<file path="src/rtl/rr_arb_mux.sv">
// Registered N:1 arbitrating multiplexer.
// Round-robin or fixed-priority grant feeding a one-hot AND-OR mux into one output register.
module rr_arb_mux #(
  parameter type T       = logic,
  parameter int  NUM_CH  = 4,
  parameter bit  RR_MODE = 1'b1
) (
  input  logic              clk,
  input  logic              rst,
  input  logic [NUM_CH-1:0] in_valid,
  input  T                  in_data [NUM_CH-1:0],
  output logic [NUM_CH-1:0] in_ready,
  output logic              out_valid,
  output T                  out_data,
  output logic [NUM_CH-1:0] out_grant,
  input  logic              out_ready
);

  localparam int W  = $bits(T);
  localparam int PW = (NUM_CH > 1) ? $clog2(NUM_CH) : 1;

  logic [PW-1:0]     ptr;
  logic [PW-1:0]     sh;
  logic [PW-1:0]     nxt;
  logic [NUM_CH-1:0] rot;
  logic [NUM_CH-1:0] rot_oh;
  logic [NUM_CH-1:0] grant_oh;
  logic [W-1:0]      lane [NUM_CH];
  logic [W-1:0]      mux;
  logic              load;
  logic              any;

  // Fixed priority is round-robin with the search origin pinned to 0.
  assign sh   = RR_MODE ? ptr : '0;
  assign load = ~out_valid | out_ready;
  assign any  = |in_valid;

  for (genvar g = 0; g < NUM_CH; g++) begin : g_lane
    assign lane[g] = in_data[g];
  end

  // Rotate requests so ptr sits at bit 0, isolate lowest set bit, rotate back.
  always_comb begin
    rot      = NUM_CH'({in_valid, in_valid} >> sh);
    rot_oh   = rot & (~rot + NUM_CH'(1));
    grant_oh = NUM_CH'(({rot_oh, rot_oh} << sh) >> NUM_CH);
  end

  assign in_ready = grant_oh & {NUM_CH{load}};

  // One-hot AND-OR payload steering.
  always_comb begin
    mux = '0;
    for (int i = 0; i < NUM_CH; i++) begin
      mux = mux | (lane[i] & {W{grant_oh[i]}});
    end
  end

  // Pointer moves to the channel just after the winner.
  always_comb begin
    nxt = '0;
    for (int i = 0; i < NUM_CH; i++) begin
      if (grant_oh[i]) nxt = PW'((i + 1) % NUM_CH);
    end
  end

  // Output register and round-robin pointer.
  always_ff @(posedge clk or posedge rst) begin
    if (rst) begin
      out_valid <= 1'b0;
      out_data  <= '0;
      out_grant <= '0;
      ptr       <= '0;
    end else if (load) begin
      out_valid <= any;
      if (any) begin
        out_data  <= T'(mux);
        out_grant <= grant_oh;
        if (RR_MODE) ptr <= nxt;
      end
    end
  end

`ifdef COMM_ASSERT
  a_ready_oh: assert property (@(posedge clk) disable iff (rst)
    $onehot0(in_ready));
  a_grant_oh: assert property (@(posedge clk) disable iff (rst)
    out_valid |-> $onehot(out_grant));
  a_stall: assert property (@(posedge clk) disable iff (rst)
    (out_valid && !out_ready) |=>
      ($stable(out_data) && $stable(out_grant) && out_valid));
`endif

endmodule

</file>
<file path="config.mk">
export PLATFORM = sky130hd
export DESIGN_NAME = rr_arb_mux
export DESIGN_NICKNAME = d
export VERILOG_FILES = /design/src/rtl/rr_arb_mux.sv
export SDC_FILE = /design/constraint.sdc
export NUM_CORES = 1
export LEC_CHECK = 0
export CAP_MARGIN = 30
export CORE_UTILIZATION = 26
export DETAILED_ROUTE_END_ITERATION = 12
export SLEW_MARGIN = 20
export SYNTH_ARGS = -nofsm -noshare
export SYNTH_HDL_FRONTEND = slang
export SYNTH_SLANG_ARGS = --single-unit
</file>
<file path="constraint.sdc">
create_clock -name clk -period 1.3 [get_ports clk]
set_input_delay 0.26 -clock clk [delete_from_list [all_inputs] [get_ports clk]]
set_output_delay 0.26 -clock clk [all_outputs]
set_load 0.005 [all_outputs]
</file>
==> impl_metrics.prom <==
# TYPE chip_impl_metric gauge
chip_impl_metric{name="ff_latch_area",unit="µm²"} 202.7
chip_impl_metric{name="pwr_cell_area",unit="nW/µm²"} 1115
chip_impl_info{name="tritoncts",value="built"} 1
chip_impl_metric{name="clock_path_buffers",unit=""} 2
chip_impl_metric{name="seq_area_frac_synth",unit="%"} 39.70
chip_impl_metric{name="grt_pass1_wl",unit="mm"} 3.001
chip_impl_metric{name="finalHoldWorstSlack",unit="ns"} 0.2547
chip_impl_metric{name="fp.dieArea",unit="µm²"} 2120
chip_impl_metric{name="syn_inst_count",unit=""} 56
chip_impl_metric{name="wl",unit="mm"} 1.952
chip_impl_metric{name="report.final.slew_viol_count",unit=""} 0
chip_impl_metric{name="clkSinkCount",unit=""} 8
chip_impl_metric{name="n_fill_cell",unit=""} 161
chip_impl_metric{name="groute.usage.overall",unit="%"} 20.26
chip_impl_info{name="min_path_type",value="in2async"} 1
chip_impl_metric{name="fin_tns_setup",unit="ns"} -2.877
chip_impl_info{name="failed_checks",value="negative setup slack"} 1
chip_impl_metric{name="layout-area-overhead-vs-synth",unit="%"} 123.6
chip_impl_metric{name="area_occupied_by_multi_input_gates",unit="µm²"} 374.1
chip_impl_info{name="grt_setup_unrepaired",value="true"} 1
chip_impl_metric{name="cts_max_level",unit=""} 1
chip_impl_metric{name="syn_avg_cell_area",unit="µm²"} 9.004
chip_impl_metric{name="post_synth_instance_area",unit="µm²"} 504.2
chip_impl_metric{name="placer_congestion",unit=""} 0.8837
chip_impl_metric{name="path_max_fanout",unit=""} 7
chip_impl_metric{name="maxSlewHeadroom",unit="%"} 76.79
chip_impl_metric{name="num-nets-final",unit=""} 126
chip_impl_info{name="setup.worst_path.start_class",value="input pin"} 1
chip_impl_metric{name="worst-endpoint-required",unit="ns"} 1.04
chip_impl_metric{name="maxCapViolations",unit=""} 0
chip_impl_metric{name="drive_gt1_share",unit="%"} 58.41
chip_impl_metric{name="number_of_buffers_created_by_cts",unit=""} 3
chip_impl_metric{name="grt_start_max_net_pins",unit=""} 9
chip_impl_metric{name="clkTransAtPathRegs",unit="ns"} 0.06
chip_impl_metric{name="report.final.hold_viol_count",unit=""} 0
chip_impl_metric{name="placement_rows",unit=""} 15
chip_impl_metric{name="netlist.area_leader.share",unit="%"} 39.70
chip_impl_info{name="run_status",value="finished, violations left"} 1
chip_impl_metric{name="floorplan.initialDensity",unit="%"} 28.58
chip_impl_metric{name="post_synthesis_net_count",unit=""} 67
chip_impl_metric{name="boundaryPins",unit=""} 21
chip_impl_metric{name="period_needed",unit="ns"} 1.755
chip_impl_metric{name="number_of_standard_cells_in_the_final_layout_excluding_fillers",unit=""} 138
chip_impl_info{name="netlist.top_cell.by_area",value="sky130_fd_sc_hd__dfrtp_1"} 1
chip_impl_info{name="top_cells_by_area_in_the_synthesized_netlist",value="sky130_fd_sc_hd__dfrtp_1, sky130_fd_sc_hd__a21o_1, sky130_fd_sc_hd__o21ai_0, sky130_fd_sc_hd__nor2_1, sky130_fd_sc_hd__nor2b_2"} 1
chip_impl_metric{name="dr_total_vias",unit=""} 658
chip_impl_metric{name="post_cts_hold_buffer_count",unit=""} 0
chip_impl_metric{name="tightest_slew",unit="ns"} 0.3481
chip_impl_metric{name="place.detailed.instances",unit=""} 114
chip_impl_metric{name="post_drt_wl_per_cell",unit="µm"} 14.14
chip_impl_metric{name="ys_seq_elements",unit=""} 8
chip_impl_metric{name="setup_viol",unit=""} 11
chip_impl_metric{name="portBuffers",unit=""} 20
chip_impl_metric{name="grt_pass1_vias",unit=""} 669
chip_impl_metric{name="dp_hpwl",unit="mm"} 1.121
chip_impl_metric{name="fp.dieH",unit="µm"} 46.04
chip_impl_metric{name="worst_skew_pair_latency",unit="ns"} 0.26
chip_impl_metric{name="fin_worst_skew",unit="ns"} 0.006047
chip_impl_metric{name="gr-total-overflow",unit=""} 0
chip_impl_info{name="layout.cells.most_common_list",value="sky130_fd_sc_hd__buf_4, sky130_fd_sc_hd__buf_6, sky130_fd_sc_hd__dlygate4sd2_1"} 1
chip_impl_metric{name="antenna-diode-count",unit=""} 0
chip_impl_info{name="clk_root_buffer_cell",value="sky130_fd_sc_hd__clkbuf_4"} 1
chip_impl_info{name="layout_commonest_cell",value="sky130_fd_sc_hd__buf_4"} 1
chip_impl_metric{name="drtAntennaViolNets",unit=""} 0
chip_impl_metric{name="antenna_found_initial",unit=""} 0
chip_impl_metric{name="final.period_utilization",unit="%"} 135.0
chip_impl_metric{name="worstPathArrival",unit="ns"} 1.49
chip_impl_metric{name="dr.first_iter.drc_count",unit=""} 12
chip_impl_metric{name="finalCoreUtilization",unit="%"} 63.90
chip_impl_metric{name="p_leak",unit="µW"} 0.0005738
chip_impl_info{name="critical_path.endpoint_type",value="output port"} 1
chip_impl_metric{name="vdd.ir_drop.worst",unit="µV"} 666.6
chip_impl_metric{name="synth_cell_type_count",unit=""} 27
chip_impl_metric{name="fmax",unit="GHz"} 0.5699
chip_impl_metric{name="drc_markers",unit=""} 0
chip_impl_metric{name="synthesis_warning_total",unit=""} 0
chip_impl_metric{name="core_area",unit="µm²"} 1764
chip_impl_metric{name="detailedRoute.firstPassIterationCount",unit=""} 4
chip_impl_metric{name="power.total",unit="µW"} 1257
chip_impl_info{name="setup_cp_type",value="in2out"} 1
chip_impl_metric{name="route.detailed.vias_per_inst",unit=""} 4.768
chip_impl_metric{name="finalWorstSetupSlack",unit="ns"} -0.4548
chip_impl_metric{name="dieWidth",unit="µm"} 46.04
-- state kept, by name, summed over array words and instances, names as in the netlist --
name / cells
out_grant: 4
out_valid: 1
ptr: 2
out_data: 1
-- synthesized netlist by cell type, drive strengths merged --
cell type and number:
dfrtp 8, nor2 7, a21o 5, o21ai 5, inv 4, nand2 3, nand3 3, nor2b 3
and2b 2, buf 2, o311ai 2, or3 2, a211o 1, a21oi 1, mux2 1, nand3b 1
nand4 1, o2111ai 1, o221ai 1, o311a 1, or2 1, or2b 1
-- report_power, final --
| part | internal [µW] | switching [µW] |
|---|---|---|
| Sequential | 301 | 46.3 |
| Clock | 106 | 85.1 |
| Combinational | 436 | 282 |
| Total | 843 | 414 |
-- path summary, 6_finish.rpt --
check / from / to / depth (start not counted) / slack, ns
hold / removal: rst / out_grant[0] / 2 / 0.25
setup / recovery: in_valid[1] / in_ready[0] / 6 / -0.45
setup reg to reg: ptr[1] / out_data / 6 / -0.26
hold reg to reg: out_grant[3] / out_grant[3] / 1 / 0.48
max in group asynchronous: rst / ptr[1] / 2 / 0.77
min in group clk: in_valid[3] / ptr[0] / 3 / 0.46
-- final cells by class --
cell class / count / area share, %
Inverter: 4 / 1.332
Multi-Input combinational cell: 42 / 33.19
Timing Repair Buffer: 56 / 42.73
Tap cell: 25 / 2.775
Clock buffer: 3 / 1.998
Sequential cell: 8 / 17.98
-- critical path, stage by stage --
cell and delay, ns:
sky130_fd_sc_hd__dlygate4sd2_1 0.34, sky130_fd_sc_hd__or3_1 0.41, sky130_fd_sc_hd__o311ai_4 0.11, sky130_fd_sc_hd__nand2_1 0.10, sky130_fd_sc_hd__nor2_2 0.13, sky130_fd_sc_hd__buf_2 0.15
-- per-layer routing --
metal	share of wire [%]	global-route usage, %	vias to the layer above
li1	-	-	318
met1	43	24.76	316
met2	53	33.80	20
met3	3.1	1.587	4
met4	0.97	12.94	0
met5	0	0	-
-- kinds of logic after synthesis --
| family | synth area share (%) |
|---|---|
| AOI/OAI and AO/OA | 24.07 |
| buffers and inverters | 6.699 |
| DFF | 39.70 |
| muxes | 2.233 |
| and+or+nand+nor | 27.30 |
-- repair_timing --
item	in CTS	in global routing
setup buffers	18	7
pin swaps	13	10
setup endpoints to repair	17	11
gates resized for setup	56	11
hold endpoints to repair	0	0
-- stage by stage --
step,cell area [µm²],worst slack [ns]
3_5_place_dp,829.5,-0.9994
5_1_grt,1127,-0.5008
6_report,1127,-0.4548
3_3_place_gp,829.5,-0.9625
2_1_floorplan,504.2,0.006252
4_1_cts,1066,-0.4255
Note: power is estimated with default switching activity, not from simulation.
